## src/rtl/fifo_wr_arbiter.sv

```systemverilog
// Round-robin arbiter sharing one FIFO write port among NUM_REQ write-domain requesters.
// Latency: one IDLE cycle to select an owner, then one word per cycle combinationally to wr_en/data_in.
// Backpressure: full stalls the owner (req_ready=0, wr_en=0, burst count held); grant ends after MAX_BURST words.
//
// Ports:
//   clk, rst        write-domain clock, synchronous active-high reset
//   req_valid/data  per-requester word valid and data (slice i at [i*DATA_WIDTH +: DATA_WIDTH])
//   req_ready       per-requester accept, one-hot or zero
//   full            FIFO full flag; wr_en/data_in drive the FIFO write port
//   grant_id, busy  current/last owner index; high while an owner holds the grant
//   stat_wr_count   per-requester saturating 16-bit write counters, present only when
//                   FIFO_WR_ARB_STATS_EN is defined
module fifo_wr_arbiter #(
   parameter int NUM_REQ    = 4,
   parameter int DATA_WIDTH = 8,
   parameter int MAX_BURST  = 4
) (
   input  logic                            clk,
   input  logic                            rst,
   input  logic [NUM_REQ-1:0]              req_valid,
   input  logic [NUM_REQ*DATA_WIDTH-1:0]   req_data,
   output logic [NUM_REQ-1:0]              req_ready,
   input  logic                            full,
   output logic                            wr_en,
   output logic [DATA_WIDTH-1:0]           data_in,
   output logic [$clog2(NUM_REQ)-1:0]      grant_id,
   output logic                            busy
`ifdef FIFO_WR_ARB_STATS_EN
   ,
   output logic [NUM_REQ*16-1:0]           stat_wr_count
`endif
);

   localparam int IW = $clog2(NUM_REQ);
   localparam logic [7:0]    LAST_BEAT = 8'(MAX_BURST - 1);
   localparam logic [IW-1:0] LAST_IDX  = IW'(NUM_REQ - 1);
   localparam logic [IW:0]   NUM_REQ_W = (IW+1)'(NUM_REQ);

   typedef enum logic {IDLE = 1'b0, GRANT = 1'b1} state_t;

   state_t        state, state_nxt;
   logic [IW-1:0] rr_ptr, rr_ptr_nxt;
   logic [IW-1:0] grant_nxt;
   logic [7:0]    burst_cnt, burst_nxt;
   logic [IW-1:0] sel_idx, owner_inc;
   logic [IW:0]   scan_pos;
   logic          sel_found;
   logic          owner_valid;
   logic          xfer;

   // Scan from rr_ptr upwards (mod NUM_REQ). Walking the offsets from the far end
   // down to 0 lets the closest valid requester overwrite any later one.
   always_comb begin
      sel_found = 1'b0;
      sel_idx   = '0;
      scan_pos  = '0;
      for (int k = NUM_REQ - 1; k >= 0; k--) begin
         scan_pos = {1'b0, rr_ptr} + (IW+1)'(k);
         if (scan_pos >= NUM_REQ_W) scan_pos = scan_pos - NUM_REQ_W;
         if (req_valid[scan_pos[IW-1:0]]) begin
            sel_found = 1'b1;
            sel_idx   = scan_pos[IW-1:0];
         end
      end
   end

   assign owner_valid = req_valid[grant_id];
   assign owner_inc   = (grant_id == LAST_IDX) ? '0 : grant_id + IW'(1);
   assign data_in     = req_data[grant_id*DATA_WIDTH +: DATA_WIDTH];
   assign busy        = (state == GRANT);

   always_comb begin
      state_nxt  = state;
      rr_ptr_nxt = rr_ptr;
      grant_nxt  = grant_id;
      burst_nxt  = burst_cnt;
      xfer       = 1'b0;
      wr_en      = 1'b0;
      req_ready  = '0;
      case (state)
         IDLE: begin
            if (sel_found) begin
               grant_nxt = sel_idx;
               burst_nxt = '0;
               state_nxt = GRANT;
            end
         end
         GRANT: begin
            // The state register can still read GRANT during the reset cycle,
            // so the handshake is gated by rst directly.
            if (!rst) begin
               req_ready[grant_id] = ~full;
               xfer                = owner_valid & ~full;
            end
            wr_en = xfer;
            if (xfer) burst_nxt = burst_cnt + 8'd1;
            if ((xfer && burst_cnt == LAST_BEAT) || !owner_valid) begin
               state_nxt  = IDLE;
               rr_ptr_nxt = owner_inc;
            end
         end
         default: state_nxt = IDLE;
      endcase
   end

   always_ff @(posedge clk) begin
      if (rst) begin
         state     <= IDLE;
         rr_ptr    <= '0;
         burst_cnt <= '0;
         grant_id  <= '0;
      end else begin
         state     <= state_nxt;
         rr_ptr    <= rr_ptr_nxt;
         burst_cnt <= burst_nxt;
         grant_id  <= grant_nxt;
      end
   end

`ifdef FIFO_WR_ARB_STATS_EN
   logic [15:0] wr_count [NUM_REQ];

   always_ff @(posedge clk) begin
      if (rst) begin
         for (int i = 0; i < NUM_REQ; i++) wr_count[i] <= '0;
      end else if (xfer && wr_count[grant_id] != 16'hFFFF) begin
         wr_count[grant_id] <= wr_count[grant_id] + 16'd1;
      end
   end

   for (genvar g = 0; g < NUM_REQ; g++) begin : g_stat
      assign stat_wr_count[g*16 +: 16] = wr_count[g];
   end
`endif

endmodule
```

## config.mk

```make
export PLATFORM = sky130hd
export DESIGN_NAME = fifo_wr_arbiter
export DESIGN_NICKNAME = d
export VERILOG_FILES = /design/src/rtl/fifo_wr_arbiter.sv
export SDC_FILE = /design/constraint.sdc
export NUM_CORES = 1
export LEC_CHECK = 0
export ABC_CLOCK_PERIOD_IN_PS = 2900
export BUFFER_PORTS_ARGS = -buffer_cell sky130_fd_sc_hd__buf_4
export CORE_UTILIZATION = 45
export CTS_BUF_LIST = sky130_fd_sc_hd__clkbuf_4 sky130_fd_sc_hd__clkbuf_8
export CTS_CLUSTER_DIAMETER = 200
export DETAILED_ROUTE_END_ITERATION = 6
export GPL_TIMING_DRIVEN = 0
export PLACE_DENSITY_LB_ADDON = 0.05
export SYNTH_ARGS = -nofsm -noshare
export SYNTH_HDL_FRONTEND = slang
export SYNTH_SLANG_ARGS = --single-unit
export TNS_END_PERCENT = 50
```

## constraint.sdc

```tcl
create_clock -name clk -period 2.9 [get_ports clk]
set_clock_uncertainty 0.15 [all_clocks]
set_input_delay 0.58 -clock clk [delete_from_list [all_inputs] [get_ports clk]]
set_output_delay 0.58 -clock clk [all_outputs]
set_load 0.005 [all_outputs]
```

After elaboration in Yosys (flattened, before gate mapping)
Index checks and enable logic that the tools add are counted.
{ "totals": {"out_inout_bits": 16, "wordCells": 75, "regBits": 13, "inputBits": 39} }
{ "classes": {"n_addsub": 9, "shifts": 1, "n_bitwise": 4, "n_lt_le_gt_ge": 10, "muxes": 36, "reduce_logical": 7, "eq_ne": 4} }
{ "ops": {"columns": ["cell", "count"], "rows": [
  ["variable part select 32 x 6 -> 8 bit", 1],
  ["two-way mux 2 bit", 9],
  ["two-way mux 8 bit", 2],
  ["case mux 8 bit (2 select lines)", 1],
  ["< comparator 2 x 3 -> 1 bit, second input constant", 5],
  ["two-way mux 1 bit", 15],
  ["binary-select mux 1 bit (select 2 bit)", 5],
  [">= comparator 3 bit, second input constant", 3],
  ["adder 8 x 1 -> 8 bit, second input constant", 1],
  ["equality test 8 x 2 -> 1 bit, second input constant", 1],
  ["two-way mux 4 bit", 2],
  ["subtractor 2 x 1 -> 2 bit, second input constant", 4],
  ["adder 2 x 2 -> 3 bit, second input constant", 2],
  ["AND reduction 2 bit", 3],
  ["AND 4 bit", 1],
  ["adder 2 x 1 -> 3 bit, second input constant", 1],
  [">= comparator 2 x 3 -> 1 bit, second input constant", 1],
  ["adder 2 x 1 -> 2 bit, second input constant", 1],
  ["demux 1 bit (select 2 bit)", 1],
  ["equality test 2 bit, second input constant", 1],
  [">= comparator 2 x 1 -> 1 bit, second input constant", 1],
  ["logical AND 1 bit", 2],
  ["!= test 2 x 1 -> 1 bit, second input constant", 1],
  ["!= test 2 bit, second input constant", 1],
  ["other kinds (5)", 6]
]} }

Depth between registers and ports, before layout
{ "depth": {"word_depth": 11, "depth_mapped": 6, "depth_no_buf": 5} }

Worst setup path after synthesis
No wires, ideal clock.
{ "synth_timing": {"path_kind": "register to output", "start": "register grant_id[0]", "end": "output data_in[0]", "arrival_ns": 1.463, "n_path_buf": 1, "required_time_ns": 2.170, "path_stages_with_launch": 3, "path_slack_ns": 0.707, "path_cell_list": "dfxtp_1 > buf_1 > mux4_2"} }
{ "synth_between": {"elab_chain_len": 1} }
{ "synth_rtl": {"columns": ["item", "line", "source"], "rows": [
  ["start, declared", "26", "output logic [$clog2(NUM_REQ)-1:0] grant_id,"],
  ["start signal, assigned", "116", "grant_id <= grant_nxt;"],
  ["variable part select 32 x 6 -> 8 bit", "69", "assign data_in = req_data[grant_id*DATA_WIDTH +: DATA_WIDTH];"],
  ["end, declared", "25", "output logic [DATA_WIDTH-1:0] data_in,"]
]} }
Every way passes these cells.

Worst setup path after layout
{ "layout_timing": {"start": "register grant_id[0]", "end": "output data_in[5]"} }
The elaborated chain is that of the path after synthesis.

==> impl_metrics.ini <==
[run_status]
outcome = completed

[global_route]
grt-ovfl-total = 0
grt_pass1_wl_um = 4690
grt_max_degree = 11
antenna_found_initial = 0
gr-usage-all-layers_pct = 25.7
grt_pass1_vias = 1051

[place]
pre_cts_slack_ns = 0.390
place_congestion = 0.779
dp.cells = 184
portBuffers = 53
dp_hpwl_um = 2190

[detailed_routing]
dr.pass1.iters = 4
drt-total-wl_um = 2760
drtIter0Drc = 11
viasPerCell = 5.57
drcViolationCount = 0
antenna_left = 0
vias = 1047
wire_per_inst_um = 14.7

[clock_network]
ctsHtreeMaxLevel = 1
clkSinkCount = 13
clk_transition_reported_paths_ns = 0.09
cts_inserted_buffers = 3
clk-insertion-delay-late_ns = 0.29
cts_root_buffer = clkbuf_4
cts_buffer_depth = 2
cts_tree = built
post_cts_buffers = 0

[sta]
setup_viol = 0
fin_tns_setup_ns = 0
fin_ws_ns = 0.345
period_share_pct = 88.1
rsz0062_at_grt = no
maxSlewViolCount = 0
holdWs_ns = 0.339
slew_headroom_pct = 64.5
worst_slew_pin_slew_ns = 0.533
hold_viol = 0
fmaxAchievable_ghz = 0.391
finalCriticalPeriod_ns = 2.55

[setup_path]
cp_num_cells = 3
slowest_delay_ns = 0.55
critPathMaxFanout = 10
path_class = reg2out
slowest_stage = mux4_2
crit_chain = clkbuf_2 -> mux4_2 -> buf_4
cp_data_required_time_ns = 2.17
startpoint_type = flip-flop
reg2reg_setup_slack_ns = 0.69
cp_data_arrival_time_ns = 1.82
cp-end-kind = output pin
path_buf_inv = 2
cp_top_family = multiplexers
r2r_cells = 5

[pwr]
power.sequential.fraction_pct = 40.8
ir_worst_vdd_uv = 340
p_sw_share_pct = 29.4
leakagePower_uw = 0.000629
comb_power_share_pct = 34.2
power_density_nw_per_um2 = 328
clkPwrFrac_pct = 25.1
p_sw_uw = 139
internal_power_uw = 334

[floorplanning]
rows = 16
io_pins = 55
dieArea_um2 = 2360
fp.dieW_um = 48.6
core_area_um2 = 2000
dieHeight_um = 48.6
start_util_pct = 48.9

[hold_path]
hold_path.class = reg2reg
holdPathStages = 2

[synth]
synth.avg_cell_area_um2 = 9.41
synth_edf_count = 0
ys_types = 33
synthesis.nets = 148
synth.cell_area_um2 = 978
ys_seq_area_share_pct = 26.6
synthArstFlopShare_pct = 0
syn_inst = 104
ys_seq_elements = 13
ys_dominant_reg_cell = dfxtp_1
yosysWarnings = 0

[run]
drv_cap = 0

[cells_and_area]
fin_cells = 188
antennaDiodeCount = 0
multi_input_area_um2 = 683
layout-drive-gt1-share_pct = 44.1
fillCellCount = 181
nets = 206
final_util_pct = 71.9
regArea_um2 = 260
syn_to_final_growth_pct = 47.1
area by class of cell:
class	instances	area share, %
Clock inverter	1	0.348
Timing Repair Buffer	53	27.7
Sequential cell	13	18.1
Multi-Input combinational cell	82	47.5
Tap cell	27	2.35
Clock buffer	3	1.57
Buffer	3	0.957
Inverter	6	1.57
through the flow:
stage	total power, uW	area, um^2
final	472	1440
after global routing	501	1440
after CTS	474	1440
after global placement	352	1410
after floorplan	272	978
after detailed placement	358	1410
timing repair:
action	CTS	global route
endpoints found under the setup margin	0	8
resized for setup	0	1
hold buffers	0	0
flip-flops by register name, summed over array words and instances, names as in the netlist:
signal	flops
grant_id	2
rr_ptr	2
burst_cnt	8
busy	1
metal layers:
layer / vias to the layer above / GRT usage, % / wire (um)
met2: 44 / 46.8 / 1420
met3: 2 / 7.86 / 168
met5: - / 0 / 0
li1: 507 / - / -
met4: 0 / 4.41 / 13
met1: 494 / 29.7 / 1160
cells in the final DEF, fill, tap and decap left out, drive strengths merged, types with 3 or more instances in the layout:
cell type and instances:
buf 54, dfxtp 13, a21oi 10, mux4 9, nor2 7, inv 6, and2 5, nand2 5
nand3 5, o21ai 5, ha 5, clkbuf 5, or3 4, or4 3, and3 3, xor2 3
nor2b 3
worst paths after layout:
| path | to | start |
|---|---|---|
| hold reg to reg | burst_cnt[7]$_SDFFE_PP0P_ | burst_cnt[7]$_SDFFE_PP0P_ |
| setup / recovery | data_in[5] | grant_id[0]$_SDFFE_PP0P_ |
| hold / removal | burst_cnt[7]$_SDFFE_PP0P_ | burst_cnt[7]$_SDFFE_PP0P_ |
| setup reg to reg | rr_ptr[0]$_SDFFE_PP0P_ | burst_cnt[0]$_SDFFE_PP0P_ |
kinds of logic after synthesis:
kind of cell	share of synthesized area, %
AOI/OAI and AO/OA	13.3
xor gates and xnor gates	2.69
adders and majority gates	6.39
buffers and inverters	3.58
DFF	26.6
muxes	21.7
and+or+nand+nor	25.7
synthesized netlist by cell type, drive strengths merged, types with 2 or more instances:
library cell   n  area, um^2
a21oi         10        50.1
dfxtp         13         260
nor2           7        26.3
or4            3        22.5
nand3          5        25.0
inv            6        22.5
buf            2        8.75
nand2          5        18.8
mux4           9         203
xor2           3        26.3
and2           5        31.3
or3            4        25.0
ha             5        62.6
and3           3        18.8
o21ai          5        25.0
nor2b          3        18.8
worst reg2reg max path, stage by stage (launching register included):
cell	delay [ns]
dfxtp_1	0.40
ha_1	0.23
or4b_1	0.47
o31a_1	0.35
or4_1	0.41
a21oi_1	0.15
power groups by stage:
stage / clock network (uW) / registers [uW] / logic, uW
2_1_floorplan: 0 / 195 / 77.2
3_3_place_gp: 0 / 196 / 156
3_5_place_dp: 0 / 197 / 161
4_1_cts: 119 / 193 / 162
5_1_grt: 131 / 194 / 176
6_report: 118 / 193 / 161
Power figures use the tool's default switching activity.
